File: src/rtl/prog_truth_table.sv
// rtl/prog_truth_table.sv - run-time loadable N-input truth table with registered result
// Optional parity check on the loaded table: define PROG_TT_PARITY_EN.
module prog_truth_table #(
  parameter int N_IN = 4
) (
  input  logic            clk,
  input  logic            reset,
  input  logic            load_start,
  input  logic            load_valid,
  input  logic            load_bit,
  input  logic [N_IN-1:0] in_vec,
  input  logic            in_valid,
  output logic            Y,
  output logic            y_valid,
  output logic            loaded,
  output logic            load_err
);
  localparam int DEPTH = 1 << N_IN;
  localparam logic [N_IN:0] LAST_IDX = (N_IN + 1)'(DEPTH - 1);

  typedef enum logic [1:0] {IDLE, LOAD, PAR, RUN} state_t;

  state_t           state, stateNext;
  logic [DEPTH-1:0] ttable;
  logic [N_IN:0]    idx;
  logic             bitAccept, lastBit, evalFire, parOk, parFail;

  assign lastBit = (idx == LAST_IDX);

  always_ff @(posedge clk) begin
    if (reset) state <= IDLE;
    else       state <= stateNext;
  end

  // load_start from any state restarts a load and outranks load_valid/in_valid
  always_comb begin
    stateNext = state;
    bitAccept = 1'b0;
    evalFire  = 1'b0;
    parOk     = 1'b0;
    parFail   = 1'b0;
    case (state)
      IDLE: if (load_start) stateNext = LOAD;
      LOAD: begin
        if (load_start) begin
          stateNext = LOAD;
        end else if (load_valid) begin
          bitAccept = 1'b1;
          if (lastBit) begin
`ifdef PROG_TT_PARITY_EN
            stateNext = PAR;
`else
            stateNext = RUN;
`endif
          end
        end
      end
`ifdef PROG_TT_PARITY_EN
      PAR: begin
        if (load_start) begin
          stateNext = LOAD;
        end else if (load_valid) begin
          if (load_bit == ^ttable) begin
            parOk     = 1'b1;
            stateNext = RUN;
          end else begin
            parFail   = 1'b1;
            stateNext = IDLE;
          end
        end
      end
`endif
      RUN: begin
        if (load_start)    stateNext = LOAD;
        else if (in_valid) evalFire  = 1'b1;
      end
      default: stateNext = IDLE;
    endcase
  end

  always_ff @(posedge clk) begin
    if (reset) begin
      ttable  <= '0;
      idx     <= '0;
      Y       <= 1'b0;
      y_valid <= 1'b0;
      loaded  <= 1'b0;
    end else begin
      y_valid <= evalFire;
      if (evalFire) Y <= ttable[in_vec];
      if (load_start) begin
        idx    <= '0;
        loaded <= 1'b0;
      end else if (bitAccept) begin
        ttable[idx[N_IN-1:0]] <= load_bit;
        idx                   <= idx + 1'b1;
`ifndef PROG_TT_PARITY_EN
        if (lastBit) loaded <= 1'b1;
`endif
      end
      if (parOk) loaded <= 1'b1;
    end
  end

`ifdef PROG_TT_PARITY_EN
  always_ff @(posedge clk) begin
    if (reset)           load_err <= 1'b0;
    else if (load_start) load_err <= 1'b0;
    else if (parFail)    load_err <= 1'b1;
  end
`else
  assign load_err = 1'b0;
`endif

endmodule

File: config.mk
export PLATFORM = sky130hd
export DESIGN_NAME = prog_truth_table
export DESIGN_NICKNAME = d
export VERILOG_FILES = /design/src/rtl/prog_truth_table.sv
export SDC_FILE = /design/constraint.sdc
export NUM_CORES = 1
export LEC_CHECK = 0
export ABC_AREA = 1
export CORE_MARGIN = 5
export CORE_UTILIZATION = 55
export DETAILED_ROUTE_END_ITERATION = 10
export PLACE_DENSITY = 0.79
export SYNTH_ARGS = -nofsm -noshare
export SYNTH_HDL_FRONTEND = slang
export SYNTH_SLANG_ARGS = --single-unit
File: constraint.sdc
create_clock -name clk -period 2 [get_ports clk]
set_input_delay 0.6 -clock clk [delete_from_list [all_inputs] [get_ports clk]]
set_output_delay 0.6 -clock clk [all_outputs]
set_load 0.05 [all_outputs]
==> metrics, run 1 <==
CTS H-tree lvls=1; CTS tree=done; Max Cap Viol=0; total number of vias=1259; crit-path cells=clkdlybuf4s50_1 > inv_1 > nand2_1 > nand3_1 > nand3_1 > nand3_1 > nand3_1 > nand2_1 > inv_1; Die Y=61.2 um; number of buffers and inverters on the critical path=3; fin. max-slew vios=0; crit path DAT=1980 ps; Int Pwr=0.000641 W; post-route ant nets=0; commonest non-fill, non-tap cell in the layout=nand2_1; gpl congestion=1.01; Final Setup Violations=0; Mapped Nets=215; Final nets=228; post-synth top area share=36.1%; startpoint type of the worst setup path=primary input; # DRC=0; Place WS=-26.3 ps; Reg area=520 um2; Worst EP required=2270 ps; Worst Setup End Kind=flop; worst skew pair latency=310 ps; global-route wire length before repair=4940 um; IO Pins=14; setup repair after global routing missed its margin=no; Post-Syn Area per Cell=7.32 um2; Psw=0.000212 W; initial antenna violation count=0; Critical Path End=Y; Clock Skews=1.29 ps; post-cts repair resize count=0; Yosys top cell by area=dfxtp_1; pin count of the biggest net entering global routing=22; most frequent cells in the layout=nand2_1, inv_1, dfxtp_1, nor2_1, nand3_1; CP dominant cell by count=nand3_1; Final Hold Fails=0; Leak=0.694 nW; Routed WL=2820 um; area of the core=2500 um2; Crit path max-delay family=buffers and inverters; Multi-input gate area=727 um2; total chip power=0.000853 W; Worst path slowest cell=clkdlybuf4s50_1; Die Wd=61.2 um; r2r endpoint=state[0]; number of global-route vias before repair=1157; Via density=5.29; synth-to-layout area growth=10.2%; IO buf count=12; slowest stage delay, CP=670 ps; Unique masters post-synth=27; clk buf depth=2; Setup Fix Bufs, Post-CTS=0; critical path launch point=in_vec[0]; Synth Register Bits=26; num rows=18; Tot GR Track Use=17.3%; Tmin final=1710 ps; switching share of power=24.9%; share of synthesized flip-flops with an asynchronous set or reset=0%; Synth Cell Area=1440 um2; synth top area cells=dfxtp_1, nand2_1, inv_1; final worst slack=290 ps; worst r2r src=idx[0]; critical path depth=9; most used flip-flop cell after synthesis=dfxtp_1; register area share after synthesis=36.1%; die area=3750 um2; Initial Utilization=57.7%; maximum VDD drop=0.000396 V; DP HPWL=2200 um; Cells after Synth=197; Warnings, synthesis=0; Routed WL per cell=11.8 um; Sink Count=26; GR Overflow Total=0; WS Path Type=in -> reg; drt pass-1 iters=6; Max Freq=585 MHz; Worst Hold Class=reg -> reg; Fill cells=234; Max FO, Critical Path=11; clock share of power=24.8%; outcome=complete, no violations; share of cells above drive strength 1=8.65%; clock-pin slew on the worst setup and hold paths=130 ps; clk root buf=clkbuf_4; Comb pwr share=13.2%; Tcrit/Tclk final=85.5%; CTS buffer count=3; EDFF count, synth=0; r2r setup slk=420 ps; cell depth of the worst flop-to-flop path=9; antenna cells=0; pwr dens=537 nW/um2; hold buffers post-CTS=0; First DRT Iteration DRCs=93; Seq pwr share=62.0%
[cell families after synthesis]
kind of cell	count (synthesis)	share of synthesized area, %
and+or+nand+nor	92	29.9
buffers and inverters	42	13.5
AOI/OAI and AO/OA	28	13.3
DFF	26	36.1
adders and majority gates	8	6.94
other	1	0.260
[cells in the mapped netlist, drive strengths merged (2+ instances only)]
| cell | number |
|---|---|
| nor2 | 28 |
| a21oi | 6 |
| a211oi | 15 |
| nand3 | 18 |
| nor3 | 4 |
| ha | 8 |
| o21ai | 3 |
| buf | 5 |
| nand2 | 38 |
| clkbuf | 2 |
| nor4 | 2 |
| inv | 34 |
| o21a | 2 |
| dfxtp | 26 |
[state kept, by name (all words and copies together) (netlist names)]
signal	count
ttable	16
Y	1
y_valid	1
loaded	1
idx	5
state	2
[through the flow]
step	TNS, ps	hold WS (ps)	util [%]	cells	cell area, um2
global route	0	505	63.6	238	1590
finish	0	476	63.6	238	1590
detailed placement	-26.3	454	62.7	235	1570
CTS	0	477	63.6	238	1590
global placement	0	446	62.7	235	1570
floorplan	0	432	-	197	1440
[worst min-delay path, cell delays in order (launching register included)]
cell	delay [ps]
dfxtp_1	320
inv_1	60
a211oi_1	70
[per-layer routing]
layer	part of all wire, %	wire (um)	GRT usage (%)
met1	46	1310	22.8
met2	48	1340	27.8
met3	4.3	122	2.73
met4	1.6	45	7.43
met5	0	0	0
[worst min path at each step]
stage | depth (start not counted) | slack, ps | start | end
final | 2 | 480 | ttable[2] | ttable[2]
after global routing | 2 | 510 | ttable[12] | ttable[12]
after CTS | 2 | 480 | ttable[2] | ttable[2]
after detailed placement | 2 | 450 | ttable[2] | ttable[2]
after global placement | 2 | 450 | idx[4] | idx[4]
after floorplan | 2 | 430 | idx[4] | idx[4]
[layout make-up]
type | instances | share of cell area, %
flip-flops and latches | 26 | 32.7
multi-input cells | 129 | 45.7
well taps | 30 | 2.36
clock buffers | 3 | 1.42
inverters | 34 | 8.03
repair buffers | 16 | 9.76
[power groups by stage]
| stage | combinational, W | clock, W | sequential (W) |
|---|---|---|---|
| after global placement | 0.000106 | 0 | 0.000540 |
| after global routing | 0.000126 | 0.000247 | 0.000531 |
| after CTS | 0.000113 | 0.000222 | 0.000529 |
| after floorplan | 0.0000766 | 0 | 0.000540 |
| after detailed placement | 0.000112 | 0 | 0.000541 |
| final | 0.000112 | 0.000212 | 0.000529 |
No activity file was read; power rests on OpenSTA's default activity.
==> run 2, diff against run 1 <==
- CORE_UTILIZATION: 55 -> 35
- PLACE_DENSITY: 0.79 -> 0.55
==> run 2 against run 1 <==
Compared with the run above:
- global-route usage is 4.8 points lower
- critical path depth stayed put
- clock skew is 6.6 ps higher
- sequential power hardly changed
- cell count is 11% higher
- combinational power hardly changed
- sequential share of layout area is 1.9 points lower
- power is 27% higher
- sequential cell count stayed put
- cell area is 6.2% higher
- core utilization is 21 points lower
==> metrics, run 2 (synthesis results as in run 1) <==
worst skew pair latency=270 ps (was 310 ps); setup repair after global routing missed its margin=no (unchanged); DP HPWL=2360 um (was 2200 um); commonest non-fill, non-tap cell in the layout=nand2_1 (unchanged); Cell Area, Placed=1620 um2 (was 1570 um2); final instance area=1690 um2 (was 1590 um2); global-route wire length before repair=5350 um (was 4940 um); post-cts repair resize count=0 (unchanged); Reg area=520 um2 (unchanged); Leak=0.734 nW (was 0.694 nW); Tcrit/Tclk final=82.4% (was 85.5%); IO Pins=14 (unchanged); fin. max-slew vios=0 (unchanged); CTS H-tree lvls=1 (unchanged); most frequent cells in the layout=nand2_1, inv_1, dfxtp_1, nor2_1, nand3_1 (unchanged); drt pass-1 iters=4 (was 6); hold buffers post-CTS=0 (unchanged); hold wc startpoint=idx[4] (was ttable[2]); setup TNS=0 ps (unchanged); area of the core=4000 um2 (was 2500 um2); total number of vias=1215 (was 1259); r2r setup slk=370 ps (was 420 ps); synth-to-layout area growth=17.1% (was 10.2%); Fill cells=421 (was 234); pwr dens=641 nW/um2 (was 537 nW/um2); Via density=4.60 (was 5.29); Multi-input gate area=727 um2 (unchanged); num rows=23 (was 18); Int Pwr=0.000839 W (was 0.000641 W); clock share of power=40.7% (was 24.8%); Tmin final=1650 ps (was 1710 ps); pin count of the biggest net entering global routing=22 (unchanged); maximum VDD drop=0.000397 V (was 0.000396 V); Final nets=233 (was 228); Final Setup Violations=0 (unchanged); First DRT Iteration DRCs=51 (was 93); Final Non-Filler Cells=264 (was 238); clk buf depth=2 (unchanged); Final Hold Fails=0 (unchanged); Max Freq=606 MHz (was 585 MHz); CTS tree=done (unchanged); Worst EP required=2190 ps (was 2270 ps); clk root buf=clkbuf_8 (was clkbuf_4); critical path launch point=in_vec[0] (unchanged); Sink Count=26 (unchanged); Tot GR Track Use=12.5% (was 17.3%); WS Path Type=in -> reg (unchanged); worst r2r src=idx[0] (unchanged); crit path DAT=1840 ps (was 1980 ps); Routed WL=3000 um (was 2820 um); GR Overflow Total=0 (unchanged); clock-pin slew on the worst setup and hold paths=100 ps (was 130 ps); max reg flops=16 (unchanged); Worst Setup End Kind=flop (unchanged); Die Y=74.2 um (was 61.2 um); Setup Fix Bufs, Post-CTS=0 (unchanged); Comb pwr share=10.5% (was 13.2%); Psw=0.000243 W (was 0.000212 W); biggest regs=ttable (16), idx (5), state (2) (unchanged); IO buf count=12 (unchanged); number of global-route vias before repair=1171 (was 1157); initial antenna violation count=0 (unchanged); Max Cap Viol=0 (unchanged); # DRC=0 (unchanged); Worst Hold Class=reg -> reg (unchanged); gpl congestion=0.808 (was 1.01); antenna cells=0 (unchanged); Clock Skews=7.90 ps (was 1.29 ps); share of cells above drive strength 1=11.2% (was 8.65%); Routed WL per cell=11.4 um (was 11.8 um); startpoint type of the worst setup path=primary input (unchanged); outcome=complete, no violations (unchanged); die area=5510 um2 (was 3750 um2); Die Wd=74.2 um (was 61.2 um); switching share of power=22.5% (was 24.9%); Max FO, Critical Path=7 (was 11); Seq pwr share=48.8% (was 62.0%); Placed Cells=260 (was 235); post-route ant nets=0 (unchanged); Reg with most FFs=ttable (unchanged); Initial Utilization=36.1% (was 57.7%); CTS buffer count=3 (unchanged)
run 2: power by group through the flow:
stage,combinational (W),clock (W),sequential (W)
5_1_grt,0.000129,0.000483,0.000530
3_5_place_dp,0.000114,0,0.000540
3_3_place_gp,0.000115,0,0.000541
2_1_floorplan,0.0000766,0,0.000540
6_report,0.000113,0.000441,0.000528
4_1_cts,0.000115,0.000462,0.000528
run 2: metal layers:
metal	routed length, um	share of wire, %	track usage [%]	vias up
li1	-	-	-	657
met1	1480	49	17.3	523
met2	1320	44	19.9	33
met3	187	6.2	3.38	2
met4	10	0.33	1.81	0
met5	0	0	0	-
run 2: final timing paths:
check,depth (start not counted),endpoint
setup / recovery,9,Y
hold / removal,2,idx[4]
setup reg to reg,9,state[0]
hold reg to reg,2,idx[4]
run 2: through the flow:
step	util, %	worst slack (ps)	hold WS, ps	total power, W
after floorplan	-	596	432	0.000617
after global placement	40.4	28.9	449	0.000655
after detailed placement	40.4	37.8	453	0.000654
after CTS	42.2	334	466	0.00110
after global routing	42.2	174	500	0.00114
final	42.2	351	467	0.00108
run 2: final cells by class:
class	count	share of cell area, %
Clock buffer	3	2.44
Clock inverter	1	1.78
Inverter	34	7.56
Multi-Input combinational cell	129	43.0
Sequential cell	26	30.8
Tap cell	50	3.70
Timing Repair Buffer	21	10.7
run 2: critical path, stage by stage:
cell,delay (ps)
clkdlybuf4s50_1,600
buf_4,180
nand2_1,50
nand3_1,80
nand3_1,80
nand3_1,80
nand3_1,70
nand2_1,60
inv_1,30
